File: src/rtl/demux_stream.sv
// demux_stream
//   Registered 1-to-CHANNELS stream demultiplexer with valid/ready on the
//   input and on every output channel. Each channel owns a one-entry holding
//   register, so a stalled consumer only back-pressures beats addressed to it.
//   Beats whose select is >= CHANNELS are dropped, flagged and counted.
//
// Ports
//   clk_i      clock, rising edge
//   rst_i      active-low asynchronous reset
//   value_i    input beat data
//   sel_i      destination channel for the beat on value_i
//   valid_i    input beat valid
//   ready_o    beat accepted this cycle (combinational from sel_i/ready_i)
//   data_o     channel k data at [k*WIDTH +: WIDTH]
//   valid_o    channel k holds a beat
//   ready_i    consumer k accepts a beat
//   err_o      one-cycle pulse after an out-of-range beat was dropped
//   err_cnt_o  saturating count of dropped beats
//
// Per-channel holding state (full_q[k]):
//   state | meaning
//   EMPTY | full_q[k] = 0, no beat held; slice k is 0 (IDLE_ZERO=1) or stale
//   FULL  | full_q[k] = 1, slice k holds a beat waiting for ready_i[k]
module demux_stream #(
  parameter int WIDTH     = 8,
  parameter int CHANNELS  = 8,
  parameter int SEL_W     = 4,
  parameter int IDLE_ZERO = 1
) (
  input  logic                      clk_i,
  input  logic                      rst_i,
  input  logic [WIDTH-1:0]          value_i,
  input  logic [SEL_W-1:0]          sel_i,
  input  logic                      valid_i,
  output logic                      ready_o,
  output logic [CHANNELS*WIDTH-1:0] data_o,
  output logic [CHANNELS-1:0]       valid_o,
  input  logic [CHANNELS-1:0]       ready_i,
  output logic                      err_o,
  output logic [7:0]                err_cnt_o
);

  // One extra bit so the compare also works when 2**SEL_W == CHANNELS.
  localparam logic [SEL_W:0] CH_CODE = (SEL_W+1)'(CHANNELS);

  logic [CHANNELS-1:0]       full_q, full_d;
  logic [CHANNELS*WIDTH-1:0] data_q, data_d;
  logic                      err_q, err_d;
  logic [7:0]                err_cnt_q, err_cnt_d;

  logic in_range;
  logic sel_full;
  logic sel_rdy;
  logic accept;

  assign in_range = ({1'b0, sel_i} < CH_CODE);

  // Look up the addressed channel by compare rather than by indexing with
  // sel_i, so out-of-range codes never index past the channel vectors.
  always_comb begin
    sel_full = 1'b0;
    sel_rdy  = 1'b0;
    for (int k = 0; k < CHANNELS; k++) begin
      if (sel_i == SEL_W'(k)) begin
        sel_full = full_q[k];
        sel_rdy  = ready_i[k];
      end
    end
  end

  // Out-of-range beats are always accepted (and dropped).
  assign ready_o = rst_i && (!in_range || !sel_full || sel_rdy);
  assign accept  = valid_i && ready_o;

  always_comb begin
    full_d    = full_q;
    data_d    = data_q;
    err_d     = accept && !in_range;
    err_cnt_d = err_cnt_q;
    for (int k = 0; k < CHANNELS; k++) begin
      if (accept && in_range && (sel_i == SEL_W'(k))) begin
        // A load wins over a simultaneous drain: the new beat replaces the
        // one leaving, so the channel stays full with no bubble.
        full_d[k]                  = 1'b1;
        data_d[k*WIDTH +: WIDTH]   = value_i;
      end else if (full_q[k] && ready_i[k]) begin
        full_d[k] = 1'b0;
        if (IDLE_ZERO != 0) begin
          data_d[k*WIDTH +: WIDTH] = '0;
        end
      end
    end
    if (err_d && (err_cnt_q != 8'hFF)) begin
      err_cnt_d = err_cnt_q + 8'd1;
    end
  end

  always_ff @(posedge clk_i or negedge rst_i) begin
    if (!rst_i) begin
      full_q    <= '0;
      data_q    <= '0;
      err_q     <= 1'b0;
      err_cnt_q <= '0;
    end else begin
      full_q    <= full_d;
      data_q    <= data_d;
      err_q     <= err_d;
      err_cnt_q <= err_cnt_d;
    end
  end

  assign data_o    = data_q;
  assign valid_o   = full_q;
  assign err_o     = err_q;
  assign err_cnt_o = err_cnt_q;

endmodule

File: config.mk
export PLATFORM = sky130hd
export DESIGN_NAME = demux_stream
export DESIGN_NICKNAME = d
export VERILOG_FILES = /design/src/rtl/demux_stream.sv
export SDC_FILE = /design/constraint.sdc
export NUM_CORES = 1
export LEC_CHECK = 0
export CAP_MARGIN = 20
export CORE_MARGIN = 2
export CORE_UTILIZATION = 50
export CTS_CLUSTER_DIAMETER = 50
export DETAILED_ROUTE_END_ITERATION = 6
export PLACE_DENSITY = 0.84
export RECOVER_POWER = 50
export SLEW_MARGIN = 20
export SYNTH_ARGS = -nofsm -noshare
export SYNTH_HDL_FRONTEND = slang
export SYNTH_SLANG_ARGS = --single-unit
File: constraint.sdc
create_clock -name clk_i -period 3.65 [get_ports clk_i]
set_clock_uncertainty 0.05 [all_clocks]
set_input_delay 0.9125 -clock clk_i [delete_from_list [all_inputs] [get_ports clk_i]]
set_output_delay 0.9125 -clock clk_i [all_outputs]
set_load 0.01 [all_outputs]
After elaboration in Yosys (flattened, before gate mapping) --
Index checks and enable logic that the tools add are counted.
Word-level totals: bits of input ports 23, logic and storage cells 110, register bits after elaboration 81, output and inout bits 82
Operators by class: $add $sub $neg 1, $lt $le $gt $ge 1, reduce and logical (&&, ||, !) cells 34, muxes and demuxes 48, eq/ne operators 8
Operators with widths (number):
- $mux 8 | 16
- $mux 1 | 32
- $logic_and 1x1->1 | 21
- $eq 4x3->1 const B | 4
- $reduce_bool 2->1 | 8
- $add 8x1->8 const B | 1
- $eq 4x2->1 const B | 2
- $ne 8x8->1 const B | 1
- $eq 4x1->1 const B | 1
- $logic_not 4->1 | 1
- $lt 4x4->1 const B | 1
- $logic_not 1->1 | 2
- $logic_or 1x1->1 | 2

Logic depth before layout (Yosys ltp) --
Gate-level depths: netlist of the first run.
word-level depth 17, depth in mapped cells 7, gate-level depth less buffers 4

Worst setup path after synthesis of the first run --
No wires, ideal clock.
path type input port to output port, start point input port ready_i[6], end point output port ready_o, cell stages on the path 4, setup slack 584 ps, path buffers 0, data arrival time 2103 ps, required time 2688 ps, path through nand2b_1 -> or3b_2 -> a221o_1 -> o221a_2
Between the ends: word-level cells in the longest chain between the ends 4
Ends and longest elaborated chain:
- from (decl) | RTL line 38 | input logic [CHANNELS-1:0] ready_i,
- $mux 1 (2 in series) | RTL line 64 | if (sel_i == SEL_W'(k)) begin
- $logic_or 1x1->1 | RTL line 72 | assign ready_o = rst_i && (!in_range || !sel_full || sel_rdy);
- $logic_and 1x1->1 | RTL line 72
- to (decl) | RTL line 35 | output logic ready_o,
Every way passes these cells.

Worst setup path in the final report of the first run --
start point input port sel_i[1], end point output port ready_o
Between the ends: word-level cells in the longest chain between the ends 13, elaborated cells between the ends (all ways) 30, those cells by class order compare: 1; eq/ne: 7; mux: 16; reduce/logical: 6
Ends and longest elaborated chain:
- from (decl) | RTL line 33 | input logic [SEL_W-1:0] sel_i,
- $logic_not 4->1 | RTL line 64
- $mux 1 (8 in series) | RTL line 64
- $logic_not 1->1 | RTL line 72
- $logic_or 1x1->1 | RTL line 72
- $logic_or 1x1->1 (*) | RTL line 72
- $logic_and 1x1->1 (*) | RTL line 72
Every way passes the cells marked *; elsewhere a longest branch is shown, timed or not.

==> metrics.txt, run 1 <==
flop-to-flop setup slack=1.94 ns; routed vias=3003; Post-synth EDFFs=0; length of the first detailed-routing pass in iterations=4; Final GP Congestion=0.829; Clock Tree Root=clkbuf_8; CP Capture Type=output port; fin crit share=0.961; vias in the first global route=2961; Final Hold Viols=0; clk buf depth=2; R2R depth=6; Gate power share=0.261; Critical Path RT=2.69 ns; drt drc=0; Pwr Total=2420 uW; first-pass GRT wire length=14.6 mm; DRT Wirelength=9.29 mm; io pins=105; Antenna diodes=0; Hold Path Stages=1; initial antenna violation count=0; Worst-Skew Late Latency=0.35 ns; layout cell share with drive strength beyond 1=0.101; Post-Synthesis Cells=346; met1 wire length=3.95 mm; status=finished, violations left; syn nets=370; core area=6870 sq um; Worst Hold End=data_o[26]$_DFFE_PN0P_; Slew headroom=-0.290; DP HPWL=6.77 mm; largest net degree at the start of global routing=48; DR WL met2=4.62 mm; crit-path cells=clkdlybuf4s50_1 > or3b_2 > a221o_1 > o221a_2 > buf_2; slowest CP cell=clkdlybuf4s50_1; cell area power density=487 nW/um^2; Initial DRC Count=157; ys flop type=dfrtp_1; Layout Cells excl Fill=569; Async S/R FF share, synth=1.00; Final ANT Viol Nets=0; Worst R2R Start=valid_o[2]$_DFFE_PN0P_; Total Routing Usage GR=0.248; FMAX=285 MHz; DR top layer=met4; H-Tree Depth=3; most frequent cells after synthesis=102 x nand2_1, 81 x dfrtp_1, 26 x mux2i_1; DIE AREA=7830 sq um; metal3 WL=616 um; end of the worst register-to-register path=data_o[6]$_DFFE_PN0P_; violated checks=capacitance limit, slew limit; hold wc startpoint=data_o[26]$_DFFE_PN0P_; dpl ws=-0.432 ns; Reg power frac=0.478; Final setup viols=0; Least-Margin Pin Slew=1.93 ns; Nets=492; worst setup margin=0.144 ns; CP Max Fanout=2; hold slack final=0.454 ns; site row count=30; number of synthesized register bits=81; Synth top area share=0.568; Avg Inst Size Synth=10.3 sq um; Horiz. Die Dim=88.5 um; Initial Util=0.520; IO buf count=104; hold_buf cts=0; worst hold path type=flip-flop to flip-flop; CTS tree=built; Max IR drop VDD=0.299 mV; warning count from the yosys run=0; Fillers=512; DP Cell Count=552; area leader, netlist=dfrtp_1; grt total ovfl=0; number of CTS-inserted buffers=9; min Tclk post-route=3.51 ns; clk slew on worst S/H paths=0.07 ns; most common cell in the netlist=nand2_1; Finished Core Util=0.725; Area contributors post-synth=dfrtp_1 57%, nand2_1 11%, mux2i_1 7.3%; Max Cap Violations=1; Final Max Slew Viols=38; Net Sw Power=707 uW; Switching Share=0.292; crit start category=primary input; wire per inst=16.3 um; unrepaired setup endpoints after global routing=no; leak pwr=0.00233 uW; synthesized area=3570 sq um; vias per cell=5.28; Yosys cell types=48; Largest stage delay, worst path=0.47 ns; register area share after synthesis=0.568; Die Y=88.5 um; Clock Power Share=0.261; Arr. time, crit path=2.54 ns; area grow syn2layout=39.5%; kind of critical path=primary input to output port; Internal=1720 uW; clock sink count=81
[power by group through the flow]
stage               sequential [uW]  combinational, uW  clock, uW
detailed placement             1180                666          0
global placement               1170                641          0
floorplan                      1240                167          0
CTS                            1160                668        646
finish                         1160                632        633
global route                   1180                688        684
[layer usage]
| metal | track usage | up-vias |
|---|---|---|
| li1 | - | 1413 |
| met1 | 0.335 | 1471 |
| met2 | 0.393 | 111 |
| met3 | 0.0662 | 8 |
| met4 | 0.0785 | 0 |
| met5 | 0 | - |
[stage by stage]
step,setup TNS [ns],instance area [sq um]
2_1_floorplan,0,3570
3_3_place_gp,-0.392,4790
3_5_place_dp,-0.432,4790
4_1_cts,0,4980
5_1_grt,0,4980
6_report,0,4980
[cell families (layout without fill, tap and decap cells)]
group | after synthesis | count (layout) | synth area share
muxes | 29 | 29 | 0.0824
buffers and inverters | 32 | 159 | 0.0452
xor gates and xnor gates | 7 | 7 | 0.0172
AOI/OAI and AO/OA | 59 | 59 | 0.110
and+or+nand+nor | 137 | 137 | 0.174
DFF | 81 | 81 | 0.568
adders and majority gates | 1 | 1 | 0.00350
[state kept, by name, summed over array words and instances (netlist names)]
| name | cells |
|---|---|
| valid_o | 8 |
| err_o | 1 |
| err_cnt_o | 8 |
| data_o | 64 |
[cell usage in the layout, fill, tap and decap left out, types with 2 or more instances in the layout]
cell type / n
a21o_1: 4
a21oi_1: 2
a22o_1: 8
and3_1: 2
and4_1: 3
and4b_1: 2
buf_4: 21
clkbuf_1: 4
clkbuf_8: 9
clkdlybuf4s50_1: 60
clkinv_2: 2
dfrtp_1: 81
dlygate4sd3_1: 40
inv_1: 17
mux2_2: 3
mux2i_1: 26
nand2_1: 102
nand2b_1: 3
nand3_1: 5
nand4_1: 2
nor2_1: 4
nor2b_1: 4
o21ai_0: 24
o21ai_1: 7
xnor2_1: 5
xor2_1: 2
[layout make-up]
class	count	area, sq um	area share
clock buffers	11	131	0.0264
clock inverters	5	56.3	0.0113
inverters	17	63.8	0.0128
multi-input cells	233	1390	0.279
flip-flops and latches	81	2030	0.407
well taps	96	120	0.0241
repair buffers	126	1190	0.239
[what timing repair did]
action / CTS / global route
buffers inserted: 1 / 0
endpoints found under the setup margin: 1 / 1
gates cloned: 0 / 0
gates resized for setup: 6 / 1
pin swaps: 1 / 0
[worst max-delay path: cells and delay by family]
kind                   cells  cell delay (ns)
AOI/OAI and AO/OA          2             0.57
buffers and inverters      2             0.61
and+or+nand+nor            1             0.45
[worst max-delay path by stage]
stage,depth (start not counted),start,to
detailed placement,6,sel_i[0],ready_o
global placement,6,ready_i[6],ready_o
finish,5,sel_i[1],ready_o
CTS,6,ready_i[6],ready_o
global route,7,sel_i[1],ready_o
floorplan,4,ready_i[6],ready_o
No activity file was read; power rests on OpenSTA's default activity.
==> run 2: changes to the inputs <==
--- a/config.mk
+++ b/config.mk
@@ -11,7 +11,7 @@
 export CTS_CLUSTER_DIAMETER = 50
 export DETAILED_ROUTE_END_ITERATION = 6
 export PLACE_DENSITY = 0.84
-export RECOVER_POWER = 50
+export RECOVER_POWER = 100
 export SLEW_MARGIN = 20
 export SYNTH_ARGS = -nofsm -noshare
 export SYNTH_HDL_FRONTEND = slang
==> run 2 against run 1 <==
The run still ends with capacitance limit, slew limit left. Power is 1.5% lower. Setup slack better by 0.0018 ns. Via count is 0.97% lower. Global-route usage stayed put. Hold slack better by 0.0014 ns. Final cell count stayed put. Critical path depth stayed put. Die area stayed put. Largest cell class unchanged.
==> metrics.txt, run 2 (synthesis results as in run 1) <==
status=finished, violations left; violated checks=capacitance limit, slew limit; io pins=105 (unchanged); flop-to-flop setup slack=1.62 ns (-0.32 ns); Layout Cells excl Fill=569 (unchanged); core area=6870 sq um (unchanged); Final Max Slew Viols=38 (unchanged); vias in the first global route=2961 (unchanged); length of the first detailed-routing pass in iterations=4 (unchanged); fin crit share=0.960 (about the same); Horiz. Die Dim=88.5 um (unchanged); crit start category=primary input; grt total ovfl=0 (unchanged); max reg flops=64 (unchanged); Initial Util=0.520 (unchanged); worst hold path type=flip-flop to flip-flop; first-pass GRT wire length=14.6 mm (unchanged); IO buf count=104 (unchanged); DR WL met2=4.60 mm (-0.52%); Die Y=88.5 um (unchanged); Final ANT Viol Nets=0 (unchanged); CP Max Fanout=2 (unchanged); Arr. time, crit path=2.54 ns (about the same); end of the worst register-to-register path=data_o[6]$_DFFE_PN0P_; H-Tree Depth=3 (unchanged); metal3 WL=602 um (-2.3%); unrepaired setup endpoints after global routing=no; crit path to=ready_o; worst setup path startpoint=sel_i[1]; Fillers=521 (+1.8%); DR top layer=met4; routed vias=2974 (-0.97%); register area=2030 sq um (unchanged); met1 wire length=3.97 mm (+0.43%); DRT Wirelength=9.27 mm (-0.23%); Antenna diodes=0 (unchanged); commonest cells after routing, fill and taps aside=102 x nand2_1, 81 x dfrtp_1, 81 x dlygate4sd3_1, 32 x o21ai_0, 26 x mux2i_1; Max IR drop VDD=0.295 mV (-1.3%); Final GP Congestion=0.829 (unchanged); kind of critical path=primary input to output port; site row count=30 (unchanged); hold_buf cts=0 (unchanged); Final setup viols=0 (unchanged); Critical Path RT=2.69 ns (about the same); drt drc=0 (unchanged); layout cell share with drive strength beyond 1=0.0846 (-0.0169); Worst-Skew Late Latency=0.35 ns (about the same); DIE AREA=7830 sq um (unchanged); leak pwr=0.00241 uW (+3.8%); FMAX=285 MHz (about the same); Clock Tree Root=clkbuf_8; clk buf depth=2 (unchanged); min Tclk post-route=3.50 ns (-0.00184 ns); clock sink count=81 (unchanged); Total Routing Usage GR=0.248 (unchanged); Hold Path Stages=1 (unchanged); largest net degree at the start of global routing=48 (unchanged); R2R depth=6 (unchanged); Least-Margin Pin Slew=1.92 ns (-0.0195 ns); Multi-input gate area=1370 sq um (-1.2%); CTS tree=built; Initial DRC Count=159 (+1.3%); DP HPWL=6.77 mm (unchanged); Final Hold Viols=0 (unchanged); cell area power density=482 nW/um^2 (-0.99%); area grow syn2layout=38.7%; number of CTS-inserted buffers=9 (unchanged); initial antenna violation count=0 (unchanged); Nets=492 (unchanged); setup TNS=0 ns (unchanged); wire per inst=16.3 um (-0.23%); vias per cell=5.23 (-0.97%); Slew headroom=-0.277 (+0.0130); DP Cell Count=552 (unchanged); clk slew on worst S/H paths=0.07 ns (about the same); commonest non-fill, non-tap cell in the layout=nand2_1; Max Cap Violations=1 (unchanged); Worst R2R Start=valid_o[2]$_DFFE_PN0P_; CP Capture Type=output port
## run 2: cell types whose count changed in the layout (fill, tap and decap cells not counted), moves of 3 or more
cell             previous run  this run
clkdlybuf4s50_1            60        19
buf_4                      21        18
dlygate4sd3_1              40        81
o21ai_0                    24        32
o21ai_1                     7         0
clkbuf_1                    4         7
## run 2: report_power, final
group | total [uW] | switching (uW) | internal, uW | leakage, uW
clock | 635 | 319 | 316 | 0.0000933
combinational | 596 | 279 | 317 | 0.00125
sequential | 1150 | 104 | 1050 | 0.00107
total | 2390 | 702 | 1680 | 0.00241
## run 2: layout make-up
| type | count | area share |
|---|---|---|
| Inverter | 17 | 0.0129 |
| Timing Repair Buffer | 126 | 0.239 |
| Multi-Input combinational cell | 233 | 0.277 |
| Tap cell | 96 | 0.0243 |
| Clock inverter | 5 | 0.0114 |
| Sequential cell | 81 | 0.409 |
| Clock buffer | 11 | 0.0265 |
## run 2: worst max-delay path: stages
cell and delay [ns]:
clkdlybuf4s50_1 0.47, or3b_2 0.45, a221o_1 0.31, o221a_2 0.26, buf_2 0.14
## run 2: per-stage QoR
stage,utilization,total power (uW),cell area [sq um],setup slack [ns],hold WS (ns)
2_1_floorplan,-,1410,3570,0.584,0.470
3_3_place_gp,0.697,1820,4790,-0.392,0.435
3_5_place_dp,0.697,1840,4790,-0.432,0.440
4_1_cts,0.726,2480,4980,0.00592,0.464
5_1_grt,0.721,2510,4950,0.0870,0.478
6_report,0.721,2390,4950,0.146,0.456
## run 2: repair_timing
item                                    in CTS  in global routing
setup buffers                                1                  0
pin swaps                                    1                  0
endpoints found under the setup margin       1                  1
gates resized for setup                      6                  1
## run 2: worst min-delay path by stage
stage,from,end
6_report,data_o[26]$_DFFE_PN0P_,data_o[26]$_DFFE_PN0P_
3_5_place_dp,data_o[25]$_DFFE_PN0P_,data_o[25]$_DFFE_PN0P_
3_3_place_gp,err_cnt_o[6]$_DFFE_PN0P_,err_cnt_o[6]$_DFFE_PN0P_
2_1_floorplan,err_cnt_o[6]$_DFFE_PN0P_,err_cnt_o[6]$_DFFE_PN0P_
5_1_grt,data_o[29]$_DFFE_PN0P_,data_o[29]$_DFFE_PN0P_
4_1_cts,data_o[25]$_DFFE_PN0P_,data_o[25]$_DFFE_PN0P_
## run 2: layer usage
layer / vias up / global-route usage
met4: 0 / 0.0785
met5: - / 0
met2: 119 / 0.393
li1: 1414 / -
met1: 1433 / 0.335
met3: 8 / 0.0662
==> run 3: changes to the inputs <==
--- a/config.mk
+++ b/config.mk
@@ -12,6 +12,7 @@
 export DETAILED_ROUTE_END_ITERATION = 6
 export PLACE_DENSITY = 0.84
 export RECOVER_POWER = 100
+export SETUP_SLACK_MARGIN = 0.5
 export SLEW_MARGIN = 20
 export SYNTH_ARGS = -nofsm -noshare
 export SYNTH_HDL_FRONTEND = slang
==> run 3 against run 2 <==
The flow still finishes with violations (capacitance limit, slew limit). Register-to-register slack lost 0.04 ns. Die area unchanged. Critical endpoint unchanged. Largest power group unchanged. Final cell count up 0.35%. First-iteration DRC count is 6.3% higher.
==> metrics.txt, run 3 (synthesis results as in run 1) <==
fin crit share=0.866 (-0.0944); Max IR drop VDD=0.296 mV (+0.18%); Horiz. Die Dim=88.5 um (unchanged); Total Routing Usage GR=0.249 (+0.00183); dpl ws=-0.432 ns (unchanged); design area=5010 sq um (+1.1%); Final GP Congestion=0.829 (unchanged); first-pass GRT wire length=14.7 mm (+0.62%); routed vias=2994 (+0.67%); Final Max Slew Viols=38 (unchanged); Reg power frac=0.482 (-0.002); vias per cell=5.24 (+0.32%); Max Cap Violations=1 (unchanged); Switching Share=0.296 (+0.00154); layout cell share with drive strength beyond 1=0.109 (+0.0249); DP HPWL=6.77 mm (unchanged); Internal=1690 uW (+0.12%); site row count=30 (unchanged); unrepaired setup endpoints after global routing=yes; clk buf depth=2 (unchanged); core area=6870 sq um (unchanged); number of CTS-inserted buffers=9 (unchanged); H-Tree Depth=3 (unchanged); DRT Wirelength=9.31 mm (+0.44%); vias in the first global route=2980 (+0.64%); Worst-Skew Late Latency=0.35 ns (about the same); Clock Tree Root=clkbuf_8; commonest non-fill, non-tap cell in the layout=nand2_1; DIE AREA=7830 sq um (unchanged); worst setup margin=0.490 ns (+0.345 ns); Initial Util=0.520 (unchanged); Die Y=88.5 um (unchanged); Final setup viols=0 (unchanged); Clock Power Share=0.267 (about the same); Initial DRC Count=169 (+6.3%); area grow syn2layout=40.3%; Final ANT Viol Nets=0 (unchanged); length of the first detailed-routing pass in iterations=4 (unchanged); CP Max Fanout=2 (unchanged); min Tclk post-route=3.16 ns (-0.345 ns); Gate power share=0.251 (about the same); crit start category=primary input; wire per inst=16.3 um (about the same); Arr. time, crit path=2.20 ns (-0.34 ns); io pins=105 (unchanged); hold_buf cts=0 (unchanged); Final Hold Viols=0 (unchanged); worst hold path type=flip-flop to flip-flop; IO buf count=104 (unchanged); Antenna diodes=0 (unchanged); CP Capture Type=output port; Least-Margin Pin Slew=1.91 ns (-0.00639 ns); kind of critical path=primary input to output port; Nets=494 (+0.41%); Net Sw Power=708 uW (+0.86%); Critical Path RT=2.69 ns (about the same); max reg flops=64 (unchanged); DP Area=4790 sq um (unchanged); violated checks=capacitance limit, slew limit; status=finished, violations left; clock sink count=81 (unchanged); initial antenna violation count=0 (unchanged); FMAX=316 MHz (+11%); largest net degree at the start of global routing=48 (unchanged); Slew headroom=-0.272 (+0.00426); commonest cells after routing, fill and taps aside=102 x nand2_1, 81 x dfrtp_1, 81 x dlygate4sd3_1, 32 x o21ai_0, 25 x mux2i_1; grt total ovfl=0 (unchanged); clk slew on worst S/H paths=0.07 ns (about the same); drt drc=0 (unchanged); CTS tree=built; cell area power density=478 nW/um^2 (-0.79%); leak pwr=0.00245 uW (+1.3%)
[run 3: cell types whose count changed in the layout (fill, tap and decap cells not counted), moves of 2 or more]
cell | before | now
mux2_2 | 2 | 0
dlygate4sd2_1 | 1 | 7
clkdlybuf4s50_1 | 19 | 10
mux2_4 | 0 | 2
buf_6 | 0 | 4
[run 3: worst max-delay path, cell delays in order]
cell           delay [ns]
dlygate4sd2_1        0.22
or3b_4               0.38
a221o_1              0.31
o221a_2              0.26
buf_6                0.12
[run 3: timing repair]
| action | in CTS | in global routing |
|---|---|---|
| gates resized for setup | 42 | 3 |
| pin swaps | 5 | 0 |
| setup buffers | 3 | 0 |
| endpoints found under the setup margin | 1 | 1 |
[run 3: power by group through the flow]
stage	logic (uW)	registers [uW]	clock network, uW
6_report	601	1150	638
5_1_grt	658	1180	684
4_1_cts	671	1160	646
3_5_place_dp	666	1180	0
3_3_place_gp	641	1170	0
2_1_floorplan	167	1240	0
[run 3: final timing paths]
check                                       start  slack, ns                  endpoint  depth (start not counted)
setup / recovery                         sel_i[1]       0.49                   ready_o                          5
hold / removal             data_o[26]$_DFFE_PN0P_       0.46    data_o[26]$_DFFE_PN0P_                          1
hold reg to reg            data_o[26]$_DFFE_PN0P_       0.46    data_o[26]$_DFFE_PN0P_                          1
setup reg to reg           valid_o[2]$_DFFE_PN0P_       1.58     data_o[6]$_DFFE_PN0P_                          7
max in group asynchronous                   rst_i       1.21    data_o[26]$_DFFE_PN0P_                          2
min in group asynchronous                   rst_i       0.71  err_cnt_o[7]$_DFFE_PN0P_                          2
[run 3: per-stage QoR]
stage / setup TNS (ns) / util / instances / power (uW) / hold slack [ns]
after floorplan: 0 / - / 346 / 1410 / 0.470
after global placement: -0.392 / 0.697 / 552 / 1820 / 0.435
after detailed placement: -0.432 / 0.697 / 552 / 1840 / 0.440
after CTS: 0 / 0.732 / 571 / 2480 / 0.464
after global routing: 0 / 0.729 / 571 / 2520 / 0.478
final: 0 / 0.729 / 571 / 2390 / 0.456
[run 3: cell type report]
class,instances,area [sq um]
inverter,17,63.8
sequential,81,2030
multi-input combinational,233,1420
fill,515,1860
timing repair buffer,128,1190
clock inverter,5,56.3
tap,96,120
clock buffer,11,131
[run 3: routing by layer]
metal,vias up,part of all wire,global-route usage
li1,1421,-,-
met1,1463,0.43,0.337
met2,99,0.50,0.390
met3,11,0.053,0.0690
met4,0,0.017,0.0895
met5,-,0,0
